==> src/rtl/pool2_requant.sv <==
// pool2_requant: 2x2 max-pool over a raster stream of ReLU'd conv results,
// followed by logical right shift and saturation to the next layer's width.
module pool2_requant #(
    parameter int WIDTH = 8,
    parameter int IN_W  = WIDTH * 2 + $clog2(150),
    parameter int IMG_W = 10,
    parameter int IMG_H = 10,
    parameter int SHIFT = 8
) (
    input  logic             clk,
    input  logic             rst,
    input  logic             in_valid,
    output logic             in_ready,
    input  logic [IN_W-1:0]  in_data,
    output logic             out_valid,
    input  logic             out_ready,
    output logic [WIDTH-1:0] out_data,
    output logic             frame_done
);
    localparam int HALF_W = IMG_W / 2;
    localparam int COL_W  = $clog2(IMG_W);
    localparam int ROW_W  = $clog2(IMG_H);
    localparam int IDX_W  = (HALF_W > 1) ? $clog2(HALF_W) : 1;
    localparam logic [IN_W-1:0] Q_MAX = IN_W'((64'd1 << (WIDTH - 1)) - 64'd1);

    logic [COL_W-1:0] col;
    logic [ROW_W-1:0] row;
    logic [IN_W-1:0]  h_hold;
    logic [IN_W-1:0]  linebuf [HALF_W];
    logic             out_last;

    logic             accept;
    logic             col_last;
    logic             row_last;
    logic [IDX_W-1:0] pair_idx;
    logic [IN_W-1:0]  hmax;
    logic [IN_W-1:0]  pooled;
    logic [IN_W-1:0]  q;
    logic [WIDTH-1:0] q_sat;

    // Single output register: a new beat may enter whenever that register is free or draining.
    assign in_ready   = !out_valid || out_ready;
    assign accept     = in_valid && in_ready;
    assign col_last   = (col == COL_W'(IMG_W - 1));
    assign row_last   = (row == ROW_W'(IMG_H - 1));
    assign pair_idx   = IDX_W'(col >> 1);
    assign frame_done = out_valid && out_ready && out_last && !rst;

    always_comb begin
        hmax   = (in_data > h_hold) ? in_data : h_hold;
        pooled = (linebuf[pair_idx] > hmax) ? linebuf[pair_idx] : hmax;
        q      = pooled >> SHIFT;
        q_sat  = (q > Q_MAX) ? Q_MAX[WIDTH-1:0] : q[WIDTH-1:0];
    end

    // NOTE: non-blocking assignments so every register samples pre-edge values of its peers.
    always_ff @(posedge clk) begin
        if (rst) begin
            col       <= '0;
            row       <= '0;
            h_hold    <= '0;
            out_valid <= 1'b0;
            out_data  <= '0;
            out_last  <= 1'b0;
        end else begin
            if (out_valid && out_ready) begin
                out_valid <= 1'b0;
            end
            if (accept) begin
                col <= col_last ? '0 : col + COL_W'(1);
                if (col_last) begin
                    row <= row_last ? '0 : row + ROW_W'(1);
                end
                if (!col[0]) begin
                    h_hold <= in_data;
                end else if (row[0]) begin
                    // Overrides the drain above, so a simultaneous handshake leaves no bubble.
                    out_valid <= 1'b1;
                    out_data  <= q_sat;
                    out_last  <= row_last && col_last;
                end
            end
        end
    end

    // NOTE: the line buffer has no reset; each even row rewrites every entry before the odd row reads it.
    always_ff @(posedge clk) begin
        if (!rst && accept && col[0] && !row[0]) begin
            linebuf[pair_idx] <= hmax;
        end
    end

endmodule
==> config.mk <==
export PLATFORM = sky130hd
export DESIGN_NAME = pool2_requant
export DESIGN_NICKNAME = d
export VERILOG_FILES = /design/src/rtl/pool2_requant.sv
export SDC_FILE = /design/constraint.sdc
export NUM_CORES = 1
export LEC_CHECK = 0
export ABC_CLOCK_PERIOD_IN_PS = 9770
export CAP_MARGIN = 5
export CORE_MARGIN = 4
export CORE_UTILIZATION = 60
export DETAILED_ROUTE_END_ITERATION = 8
export PLACE_DENSITY = 0.79
export SLEW_MARGIN = 40
export SYNTH_ARGS = -nofsm -noshare
export SYNTH_HDL_FRONTEND = slang
export SYNTH_SLANG_ARGS = --single-unit
==> constraint.sdc <==
create_clock -name clk -period 9.77 [get_ports clk]
set_input_delay 1.4655 -clock clk [delete_from_list [all_inputs] [get_ports clk]]
set_output_delay 1.4655 -clock clk [all_outputs]
set_load 0.02 [all_outputs]
Yosys cells after proc, flatten, opt, wreduce, memory -nomap -nowiden
Memories as Yosys holds them, arrays and structs flattened. A register that Yosys moved wholly into a read port is not among the register bits.
Cells that the tools add are included.
{"block": "classes", "n_mux": 13, "n_reduce_logical": 15, "n_div": 0, "mul": 0, "eq_ne": 2, "n_lt_le_gt_ge": 3, "add_sub_neg": 2, "bitwise": 1, "n_shift": 0}
{"operator": "24-bit greater-than comparator", "n": 2}
{"operator": "24-bit 2-to-1 mux", "n": 2}
{"operator": "16-bit by 7-bit greater-than comparator with 1-bit output, second input constant", "n": 1}
{"operator": "4-bit by 1-bit adder with 4-bit output, second input constant", "n": 2}
{"operator": "4-bit == test, second input constant", "n": 2}
{"operator": "1-bit logical AND", "n": 8}
{"operator": "4-bit 2-to-1 mux", "n": 2}
{"operator": "8-bit 2-to-1 mux", "n": 1}
{"operator": "1-bit 2-to-1 mux", "n": 6}
{"operator": "3-bit 2-to-1 mux", "n": 2}
{"operator": "2-bit AND reduction", "n": 2}
{"operator": "1-bit zero test", "n": 3}
{"operator": "3-bit AND reduction", "n": 1}
{"operator": "1-bit logical OR", "n": 1}
{"operator": "1-bit inverter", "n": 1}
{"block": "totals", "memories": 1, "rom_bits": 0, "inputBits": 28, "ff_bits": 42, "ramBits": 120, "out_inout_bits": 11, "wordCells": 43, "latchBits": 0}
{"name": "linebuf", "depth": 5, "word_bits": 24, "rd": 1, "rd_ports_with_merged_regs": 1, "wr": 1, "line_no": "29", "source": "logic [IN_W-1:0] linebuf [HALF_W];"}

Longest topological paths before layout
Gate-level depths: netlist of the first run.
{"block": "depth", "word_depth": 8, "depth_mapped": 21, "ltp_nobuf": 18}

Least setup slack after synthesis of the first run
OpenSTA, ideal clock, no wires.
{"block": "synth_path", "path_type": "input to register", "startpoint": "in in_data[23]", "endpoint": "reg out_data[3]", "path_slack_ns": 4.320, "arrival_ns": 5.326, "setup_ns": 0.124, "stages": 19, "t_required_ns": 9.646, "path_buffers": 3, "path_cell_list": "ha_1 -> nand4_1 -> nor3_1 -> a22oi_1 -> nand2_1 -> o21ai_2 -> buf_2 -> buf_2 -> mux2i_1 -> ha_1 -> nor2b_1 -> o211ai_1 -> a21oi_1 -> o311ai_0 -> mux2i_1 -> a21oi_2 -> buf_6 -> nor4b_1 -> nor3_1"}
{"block": "synth_via", "elab_chain_len": 6}
{"element": "start: declaration", "line_no": "14", "source": "input logic [IN_W-1:0] in_data,"}
{"element": "24-bit greater-than comparator", "line_no": "50", "source": "hmax = (in_data > h_hold) ? in_data : h_hold;"}
{"element": "24-bit 2-to-1 mux (*)", "line_no": "50"}
{"element": "24-bit greater-than comparator", "line_no": "51", "source": "pooled = (linebuf[pair_idx] > hmax) ? linebuf[pair_idx] : hmax;"}
{"element": "24-bit 2-to-1 mux (*)", "line_no": "51"}
{"element": "16-bit by 7-bit greater-than comparator with 1-bit output", "line_no": "53", "source": "q_sat = (q > Q_MAX) ? Q_MAX[WIDTH-1:0] : q[WIDTH-1:0];"}
{"element": "8-bit 2-to-1 mux (*)", "line_no": "53"}
{"element": "end signal: assignment", "line_no": "79", "source": "out_data <= q_sat;"}
{"element": "end: declaration", "line_no": "17", "source": "output logic [WIDTH-1:0] out_data,"}
Mark *: on every way between the ends. The rest lies on a longest branch, timed or not.
A chain may end at the register's enable or synchronous reset.

Worst setup path in the final report of the first run
{"block": "layout_path", "startpoint": "in in_data[15]", "endpoint": "reg out_data[1]"}
The elaborated chain is that of the path after synthesis.

==> metrics.cfg, run 1 <==
[status]
status = completed

[worst_setup_path]
cp-startpoint = in_data[15]
cp.arrival_ns = 6.35
cp_num_cells = 18
endpoint_kind = register
worst-setup-path-type = in -> reg
path_delay_family = compound AO/OA/AOI/OAI gates
cp_cell_sequence = clkdlybuf4s50_1 -> ha_1 -> a21oi_1 -> o21ai_0 -> a22oi_1 -> nand2_1 -> o21ai_2 -> buf_4 -> mux2i_1 -> ha_1 -> nor2b_1 -> o211ai_1 -> a21oi_1 -> o311ai_0 -> mux2i_1 -> a21oi_2 -> nor4b_1 -> nor3_1
r2r_cells = 18
cp_num_buf_inv = 2
worstSetupStartpointType = input port
required_ns = 10.07
crit_fanout = 25
cp_slowest_cell = o311ai_0
max_stage_delay_ns = 0.64
r2r_start = h_hold[13]

[route]
drc = 0
viasPerCell = 6.05
final_antenna_net_count = 0
wl_per_cell_um = 19.9
drt_iter0_drc = 524
first_pass_iters = 5
finalWirelength_mm = 17.0
route.vias.total = 5156

[worst_hold_path]
holdPathStages = 2
hold_start = h_hold[4]
hp-class = reg -> reg

[clock_network]
clock_tree.buffer_depth = 2
clockRootBuffer = clkbuf_16
worstSkewPairLatency_ns = 0.42
clk_pin_slew_worst_paths_ns = 0.06
clock_sinks = 165
cts_tree = done
post_cts_buffers = 0
cts_buffers = 17
ctsResizeCount = 0
cts_max_level = 4
holdBufCountCts = 0

[final_layout]
drive_above_1_share = 0.146
stdcell_count = 852
finish.instance_area_um2 = 9110
final_core_util = 0.713
area_delta_synth_final_pct = 15.0
nets = 742
diodes = 0

[floorplan]
die_x_um = 123
row_count = 41
core_um2 = 12800
io_pins = 39
fp.dieH_um = 123
start_util = 0.620
die_area_um2 = 15100

[power_and_ir_drop]
total_leakage_power_nw = 3.25
p_switching_uw = 368
p_int_mw = 1.27
power_frac_comb = 0.115
seqPwrFrac = 0.476
clockPowerShare = 0.409
power.total_mw = 1.64
powerDensity_nw_per_um2 = 180
switching_share = 0.225
ir_worst_vdd_mv = 0.108

[global_route]
grt_pass1_vias = 5153
grt_util_all_layers = 0.243
grt_max_degree = 46
gr-total-overflow = 0
antenna_found_initial = 1
grt_pass1_wl_mm = 27.4

[sta]
max-slew-margin-rel = 0.447
setup-tns-final_ns = 0
period_minus_slack_ns = 6.06
skew_ns = 0.00554
finalHoldViolCount = 0
finalSetupViolCount = 0
tightestPinTransition_ns = 0.827
fmax_mhz = 165
period_share = 0.620
rsz0062_at_grt = false
final_max_slew_viol_count = 0

[logic_synthesis]
ys.warnings.count = 0
yosysUniqueCellTypes = 54
synthTopCellsByCount = 120 x edfxtp_1, 65 x nand2_1, 58 x a21oi_1
synth_nets = 698
synth-seq-cells = 165
synth_seq_area_share = 0.569
yosys-top-cells-area = edfxtp_1 45%, dfxtp_1 11%, ha_1 7.4%, mux4_2 6.3%, mux2_2 4.3%
synthArstFlopShare = 0
synth_area_per_cell_um2 = 12.7
synth_area_um2 = 7920
synth-edff-count = 120
synth_flop_cell = edfxtp_1
synthMostInstantiatedCell = edfxtp_1
syn_inst = 623
synth_top_cell_by_area = edfxtp_1
yosys.area.top_type_share = 0.455

[placed_design]
dp_hpwl_mm = 11.2
routabilityCongestion = 0.861
dpl_cell_area_um2 = 8490
dp_cells = 819
port_buffers = 38

[job]
maxCapViolCount = 0

cells in the final DEF, fill, tap and decap left out, types with 22 or more instances in the layout:
cell             netlist  final
dfxtp_1               45     45
clkdlybuf4s50_1        0     38
edfxtp_1             120    120
a21oi_1               58     58
nand2_1               65     65
ha_1                  47     47
mux2_2                30     30
inv_1                 47     47
mux4_2                22     22
cell families after synthesis:
kind of cell / count (synthesis) / synth area share
multiplexers: 72 / 0.136
flip-flops: 165 / 0.569
buffers and inverters: 71 / 0.0371
AO/OA/AOI/OAI: 103 / 0.0771
AND/OR/NAND/NOR: 162 / 0.103
XOR/XNOR: 3 / 0.00332
adder cells (fa/ha/maj): 47 / 0.0742
layer usage:
metal	global-route usage	routed length (µm)	vias up
met5	0	0	-
met4	0.0693	260	0
met1	0.330	7280	2482
li1	-	-	2421
met2	0.395	8140	227
met3	0.0590	1290	26
power by group through the flow:
stage	logic, mW	registers [mW]	clock network, mW
after floorplan	0.130	0.792	0
after global placement	0.175	0.793	0
after detailed placement	0.185	0.794	0
after CTS	0.187	0.779	0.677
after global routing	0.209	0.780	0.710
final	0.189	0.779	0.669
final cells by class:
class                   instances  area [µm²]
inverters                      47         176
well taps                     172         215
flip-flops and latches        165        4500
multi-input cells             387        3140
clock buffers                  27         493
clock inverters                 5        98.8
fillers                       850        3660
repair buffers                 49         483
worst min-delay path: stages, from the launching register on:
cell	delay [ns]
dfxtp_1	0.32
nand2_1	0.06
a21oi_1	0.05
registers in the layout (all words and copies together), names as in the netlist, named ones only:
signal,cells
linebuf,120
h_hold,24
out_data,8
col,4
row,4
out_last,1
out_valid,1
path summary, 6_finish.rpt:
check / endpoint / slack, ns
worst max-delay path: out_data[1] / 3.71
worst min-delay path: h_hold[4] / 0.47
worst max register to register: out_data[1] / 4.87
worst min register to register: h_hold[4] / 0.47
per-stage QoR:
| step | worst slack (ns) | hold slack, ns |
|---|---|---|
| 2_1_floorplan | 4.32 | 0.446 |
| 3_3_place_gp | 3.67 | 0.454 |
| 3_5_place_dp | 3.37 | 0.460 |
| 4_1_cts | 3.80 | 0.470 |
| 5_1_grt | 3.35 | 0.483 |
| 6_report | 3.71 | 0.471 |
Note: power is estimated with default switching activity, not from simulation.
==> run 2: changes to the inputs <==
--- a/config.mk
+++ b/config.mk
@@ -5,12 +5,12 @@
 export SDC_FILE = /design/constraint.sdc
 export NUM_CORES = 1
 export LEC_CHECK = 0
-export ABC_CLOCK_PERIOD_IN_PS = 9770
+export ABC_CLOCK_PERIOD_IN_PS = 4900
 export CAP_MARGIN = 5
 export CORE_MARGIN = 4
-export CORE_UTILIZATION = 60
+export CORE_UTILIZATION = 54
 export DETAILED_ROUTE_END_ITERATION = 8
-export PLACE_DENSITY = 0.79
+export PLACE_DENSITY = 0.76
 export SLEW_MARGIN = 40
 export SYNTH_ARGS = -nofsm -noshare
 export SYNTH_HDL_FRONTEND = slang
==> constraint.sdc (replaced) <==
create_clock -name clk -period 4.9 [get_ports clk]
set_input_delay 0.735 -clock clk [delete_from_list [all_inputs] [get_ports clk]]
set_output_delay 0.735 -clock clk [all_outputs]
set_load 0.02 [all_outputs]
==> run 2 against run 1 <==
  * Clock power is 100% higher
  * Sequential power rose by 100%
  * Non-clock buffer count increased by 61
  * Setup slack worse by 3.6 ns
  * Worst hold slack about the same
  * Largest cell class unchanged
==> metrics.cfg, run 2 (same netlist as run 1, synthesis figures left out) <==
[floorplan]
die_x_um = 129  ; +5.1%
die_area_um2 = 16700  ; +10%
core_um2 = 14100  ; +10%
start_util = 0.562  ; -0.0582
io_pins = 39  ; unchanged
fp.dieH_um = 129  ; +5.1%
row_count = 43  ; +4.9%

[final_layout]
area_delta_synth_final_pct = 22.7
largest_reg_flops = 120  ; unchanged
nets = 804  ; +8.4%
drive_above_1_share = 0.241  ; +0.0957
final_cell_mix = 120 x edfxtp_1, 70 x buf_4, 65 x nand2_1
final_common_cell = edfxtp_1
final_core_util = 0.690  ; -0.0236
reg_top3 = linebuf x120, h_hold x24, out_data x8
diodes = 0  ; unchanged
top_register = linebuf

[power_and_ir_drop]
ir_worst_vdd_mv = 0.207  ; +91%
seqPwrFrac = 0.456  ; -0.020
p_int_mw = 2.61  ; +110%
switching_share = 0.236  ; +0.0111
power.total_mw = 3.41  ; +110%
total_leakage_power_nw = 3.56  ; +9.8%
clockPowerShare = 0.402  ; -0.007
power_frac_comb = 0.142  ; +0.027
p_switching_uw = 804  ; +120%
powerDensity_nw_per_um2 = 351  ; +95%

[route]
first_pass_iters = 5  ; unchanged
drc = 0  ; unchanged
viasPerCell = 6.05  ; about the same
final_antenna_net_count = 0  ; unchanged
route.vias.total = 5576  ; +8.1%
drt_iter0_drc = 447  ; -15%
wl_per_cell_um = 21.0  ; +5.5%
finalWirelength_mm = 19.4  ; +14%

[clock_network]
cts_max_level = 4  ; unchanged
holdBufCountCts = 0  ; unchanged
clock_tree.buffer_depth = 2  ; unchanged
cts_buffers = 17  ; unchanged
clk_pin_slew_worst_paths_ns = 0.06  ; about the same
cts_tree = done
clock_sinks = 165  ; unchanged
worstSkewPairLatency_ns = 0.42  ; about the same
clockRootBuffer = clkbuf_16

[worst_setup_path]
cp_cell_sequence = clkdlybuf4s50_1 -> ha_1 -> nor2b_1 -> o211ai_1 -> a21oi_1 -> o21a_1 -> o21ai_4 -> buf_12 -> mux2_2 -> inv_1 -> ha_1 -> a211oi_1 -> o21ai_0 -> a221o_1 -> nor2_1 -> mux2i_2 -> a21oi_2 -> a21oi_1 -> nor3_1
cp_slowest_cell = clkdlybuf4s50_1
cp_num_buf_inv = 3  ; +1
r2r_start = h_hold[23]
r2r-end = out_data[6]
endpoint_kind = register
worstSetupStartpointType = input port
rrSetupSlack_ns = 0.39  ; -4.48 ns
r2r_cells = 19  ; +1
crit_fanout = 13  ; -48%
required_ns = 5.24  ; -4.83 ns
max_stage_delay_ns = 0.45  ; -0.19 ns
path_delay_family = compound AO/OA/AOI/OAI gates
cp.arrival_ns = 5.17  ; -1.18 ns
worst-setup-path-type = in -> reg

[sta]
tightestPinTransition_ns = 1.18  ; +0.354 ns
setup-tns-final_ns = 0  ; unchanged
finalHoldViolCount = 0  ; unchanged
whs_ns = 0.472  ; +0.000431 ns
period_minus_slack_ns = 4.83
finalSetupViolCount = 0  ; unchanged
period_share = 0.986
max-slew-margin-rel = 0.210  ; -0.237
fmax_mhz = 207
final_max_slew_viol_count = 0  ; unchanged
skew_ns = 0.00730  ; +0.00176 ns

[global_route]
antenna_found_initial = 0  ; -1
gr-total-overflow = 0  ; unchanged
grt_pass1_wl_mm = 29.1  ; +6.3%
grt_util_all_layers = 0.231  ; -0.0125
grt_max_degree = 33  ; -28%
grt_pass1_vias = 5634  ; +9.3%

[placed_design]
dp_hpwl_mm = 12.5  ; +11%
port_buffers = 38  ; unchanged
routabilityCongestion = 0.929  ; +7.8%

[worst_hold_path]
hold_end = out_data[7]
holdPathStages = 1  ; -1
hold_start = out_data[7]
hp-class = reg -> reg

[job]
maxCapViolCount = 0  ; unchanged

[status]
status = completed

run 2: cell count changes in the layout (fill, tap and decap cells not counted), moves of 2 or more:
cell,change
mux2i_2,+3
a21oi_4,+2
clkbuf_8,-3
mux2i_1,-3
inv_6,+2
nor3_2,+2
nor4b_1,-6
nor4b_2,+5
nor3_1,-2
clkbuf_1,-7
buf_4,+60
clkinvlp_2,+2
clkinv_1,+2
run 2: power groups by stage:
stage               logic [mW]  registers (mW)  clock network [mW]
global placement         0.413            1.58                   0
finish                   0.485            1.56                1.37
detailed placement       0.434            1.58                   0
global route             0.527            1.56                1.45
CTS                      0.440            1.55                1.38
floorplan                0.259            1.58                   0
run 2: per-layer routing:
| metal | part of all wire | routed length (µm) | track usage | vias up |
|---|---|---|---|---|
| li1 | - | - | - | 2547 |
| met1 | 0.40 | 7760 | 0.293 | 2721 |
| met2 | 0.50 | 9640 | 0.391 | 245 |
| met3 | 0.061 | 1180 | 0.0482 | 63 |
| met4 | 0.040 | 783 | 0.0889 | 0 |
| met5 | 0 | 0 | 0 | - |
run 2: repair_timing:
| action | CTS | global route |
|---|---|---|
| setup endpoints to repair | 0 | 7 |
| gates resized for setup | 0 | 18 |
| buffers inserted | 0 | 3 |
run 2: worst reg2reg max path: stages (launching register included):
cell       delay [ns]
dfxtp_1          0.37
inv_1            0.09
ha_1             0.31
nand4_1          0.19
buf_4            0.20
nor4_2           0.20
o21a_1           0.25
o21ai_4          0.10
buf_12           0.17
mux2_2           0.30
inv_1            0.06
ha_1             0.31
nand4_1          0.09
or2_2            0.35
or4_1            0.52
o21ai_1          0.12
o2bb2ai_2        0.17
a21oi_4          0.15
nor4b_4          0.35
nor3_2           0.09
run 2: layout make-up:
type                       instances  area (µm²)
timing repair buffer             110         951
clock buffer                      17         425
multi-input combinational        388        3250
tap                              180         225
clock inverter                    15         185
sequential                       165        4500
fill                             976        4370
inverter                          47         176
run 2: worst max-delay path by stage:
stage / end / from / cells after the start / slack [ns]
after floorplan: out_data[3] / in_data[23] / 19 / 0.18
after global placement: out_data[6] / in_data[23] / 17 / -0.08
after detailed placement: out_data[3] / in_data[23] / 17 / -0.35
after CTS: out_data[1] / in_data[23] / 17 / 0.08
after global routing: out_data[1] / in_data[15] / 19 / -0.18
final: out_data[0] / in_data[1] / 19 / 0.07
run 2: metrics by stage:
step | setup WS [ns] | std cells | area (µm²)
after CTS | 0.0757 | 917 | 9560
final | 0.0691 | 922 | 9720
after detailed placement | -0.353 | 885 | 8940
after global routing | -0.183 | 922 | 9720
after global placement | -0.0772 | 885 | 8940
after floorplan | 0.180 | 623 | 7920
==> run 3: changes to the inputs <==
--- a/config.mk
+++ b/config.mk
@@ -8,9 +8,10 @@
 export ABC_CLOCK_PERIOD_IN_PS = 4900
 export CAP_MARGIN = 5
 export CORE_MARGIN = 4
-export CORE_UTILIZATION = 54
+export CORE_UTILIZATION = 56
+export CTS_BUF_LIST = sky130_fd_sc_hd__clkbuf_4
 export DETAILED_ROUTE_END_ITERATION = 8
-export PLACE_DENSITY = 0.76
+export PLACE_DENSITY = 0.78
 export SLEW_MARGIN = 40
 export SYNTH_ARGS = -nofsm -noshare
 export SYNTH_HDL_FRONTEND = slang
==> run 3 against run 2 <==
  * Sequential cell count stayed put
  * Non-clock buffer count is 9 lower
  * Via count is 3.5% lower
  * Die area is 3.3% lower
  * Worst hold slack better by 0.012 ns
  * Total power is 15% lower
  * Critical path depth stayed put
  * Clock skew is 0.0074 ns higher
  * Highest routed layer unchanged
  * Clock power is 35% lower
  * Critical endpoint is now out_data[4]
  * Global-route usage is 0.50 points higher
  * Design area is 4.6% lower
  * Cell count is 1.1% lower
==> metrics.cfg, run 3 (same netlist as run 1, synthesis figures left out) <==
[sta]
final_max_slew_viol_count = 0  ; unchanged
max-slew-margin-rel = 0.315  ; +0.106
rsz0062_at_grt = false
period_minus_slack_ns = 4.79  ; -0.0392 ns
period_share = 0.978  ; -0.00800
fmax_mhz = 209  ; +0.82%
skew_ns = 0.0147  ; +0.00739 ns
finalSetupViolCount = 0  ; unchanged
finalHoldViolCount = 0  ; unchanged
tightestPinTransition_ns = 1.02  ; -0.158 ns

[power_and_ir_drop]
clockPowerShare = 0.310  ; -0.092
powerDensity_nw_per_um2 = 311  ; -11%
p_int_mw = 2.16  ; -17%
power_frac_comb = 0.152  ; +0.010
ir_worst_vdd_mv = 0.187  ; -9.6%
power.total_mw = 2.89  ; -15%
total_leakage_power_nw = 3.38  ; -5.1%
switching_share = 0.253  ; +0.0175
p_switching_uw = 731  ; -9.1%
seqPwrFrac = 0.538  ; +0.082

[floorplan]
die_area_um2 = 16100  ; -3.3%
row_count = 43  ; unchanged
die_x_um = 127  ; -1.7%
io_pins = 39  ; unchanged
core_um2 = 13900  ; -1.5%
start_util = 0.571  ; +0.00871
fp.dieH_um = 127  ; -1.7%

[clock_network]
clockRootBuffer = clkbuf_4
worstSkewPairLatency_ns = 0.55  ; +0.13 ns
cts_buffers = 17  ; unchanged
cts_tree = done
clock_sinks = 165  ; unchanged
clk_pin_slew_worst_paths_ns = 0.14  ; +0.08 ns
ctsResizeCount = 0  ; unchanged
post_cts_buffers = 0  ; unchanged
cts_max_level = 4  ; unchanged
clock_tree.buffer_depth = 2  ; unchanged
holdBufCountCts = 0  ; unchanged

[final_layout]
drive_above_1_share = 0.225  ; -0.0158
final_core_util = 0.668  ; -0.0217
largest_reg_flops = 120  ; unchanged
nets = 794  ; -1.2%
finish.instance_area_um2 = 9270  ; -4.6%
final_common_cell = edfxtp_1
top_register = linebuf
reg_top3 = linebuf x120, h_hold x24, out_data x8
area_delta_synth_final_pct = 17.1
diodes = 0  ; unchanged
stdcell_count = 912  ; -1.1%
final_cell_mix = 120 x edfxtp_1, 65 x nand2_1, 62 x buf_4

[worst_setup_path]
worstSetupStartpointType = input port
cp.arrival_ns = 5.24  ; +0.07 ns
required_ns = 5.35  ; +0.11 ns
cp_cell_sequence = clkdlybuf4s50_1 -> ha_1 -> a21oi_1 -> o21ai_0 -> a22oi_1 -> nand2_1 -> o21ai_2 -> buf_4 -> mux2_2 -> inv_1 -> ha_1 -> a211oi_1 -> o21ai_0 -> a221o_1 -> nor2_1 -> mux2i_1 -> a21oi_2 -> nor4b_1 -> nor3_1
crit_fanout = 13  ; unchanged
path_delay_family = compound AO/OA/AOI/OAI gates
cp_slowest_cell = clkdlybuf4s50_1
endpoint_kind = register
max_stage_delay_ns = 0.46  ; about the same
cp_num_buf_inv = 3  ; unchanged
worst-setup-path-type = in -> reg

[route]
finalWirelength_mm = 18.0  ; -7.1%
final_antenna_net_count = 0  ; unchanged
route.vias.total = 5381  ; -3.5%
drt_iter0_drc = 435  ; -2.7%
first_pass_iters = 5  ; unchanged
viasPerCell = 5.90  ; -2.4%
drc = 0  ; unchanged
wl_per_cell_um = 19.7  ; -6.0%

[placed_design]
port_buffers = 38  ; unchanged
routabilityCongestion = 0.900  ; -3.0%
dp_cells = 880  ; -0.56%
dp_hpwl_mm = 12.4  ; -0.29%
dpl_cell_area_um2 = 8900  ; -0.55%

[global_route]
grt_max_degree = 26  ; -21%
gr-total-overflow = 0  ; unchanged
grt_pass1_vias = 5562  ; -1.3%
grt_util_all_layers = 0.236  ; +0.00496
antenna_found_initial = 0  ; unchanged
grt_pass1_wl_mm = 28.8  ; -0.78%

[status]
status = completed

[job]
maxCapViolCount = 0  ; unchanged

[worst_hold_path]
hp-class = reg -> reg

==> run 3: layout make-up <==
type                    instances  area (µm²)
clock buffers                  18         135
flip-flops and latches        165        4510
well taps                     180         225
fillers                       999        4610
multi-input cells             387        3170
clock inverters                14         199
inverters                      47         176
repair buffers                101         857
==> run 3: tightest hold or removal path, delay by kind of cell, from the launching register on <==
kind	cells	cell delay (ns)
compound gates	1	0.05
flops	1	0.34
simple gates	1	0.05
==> run 3: power groups by stage <==
stage | combinational, mW | sequential [mW] | clock, mW
2_1_floorplan | 0.259 | 1.58 | 0
3_3_place_gp | 0.408 | 1.58 | 0
3_5_place_dp | 0.425 | 1.58 | 0
4_1_cts | 0.429 | 1.55 | 0.913
5_1_grt | 0.484 | 1.56 | 0.979
6_report | 0.439 | 1.55 | 0.896
==> run 3: worst paths after layout <==
path | from | endpoint | slack, ns | depth (start not counted)
worst min-delay path | h_hold[14] | h_hold[14] | 0.48 | 2
worst max-delay path | in_data[11] | out_data[4] | 0.11 | 19
worst min register to register | h_hold[14] | h_hold[14] | 0.48 | 2
worst max register to register | h_hold[22] | out_data[4] | 0.32 | 19
==> run 3: per-layer routing <==
layer | global-route usage | up-vias | part of all wire | wire (µm)
met4 | 0.0789 | 0 | 0.020 | 367
met5 | 0 | - | 0 | 0
li1 | - | 2521 | - | -
met1 | 0.316 | 2633 | 0.44 | 7840
met3 | 0.0463 | 35 | 0.057 | 1030
met2 | 0.388 | 192 | 0.49 | 8760
==> run 3: stage by stage <==
| step | setup WS [ns] | TNS, ns | hold WS [ns] |
|---|---|---|---|
| 2_1_floorplan | 0.180 | 0 | 0.446 |
| 4_1_cts | 0.230 | 0 | 0.484 |
| 3_5_place_dp | -0.357 | -2.12 | 0.465 |
| 6_report | 0.108 | 0 | 0.484 |
| 5_1_grt | 0.00608 | 0 | 0.508 |
| 3_3_place_gp | -0.135 | -0.811 | 0.456 |
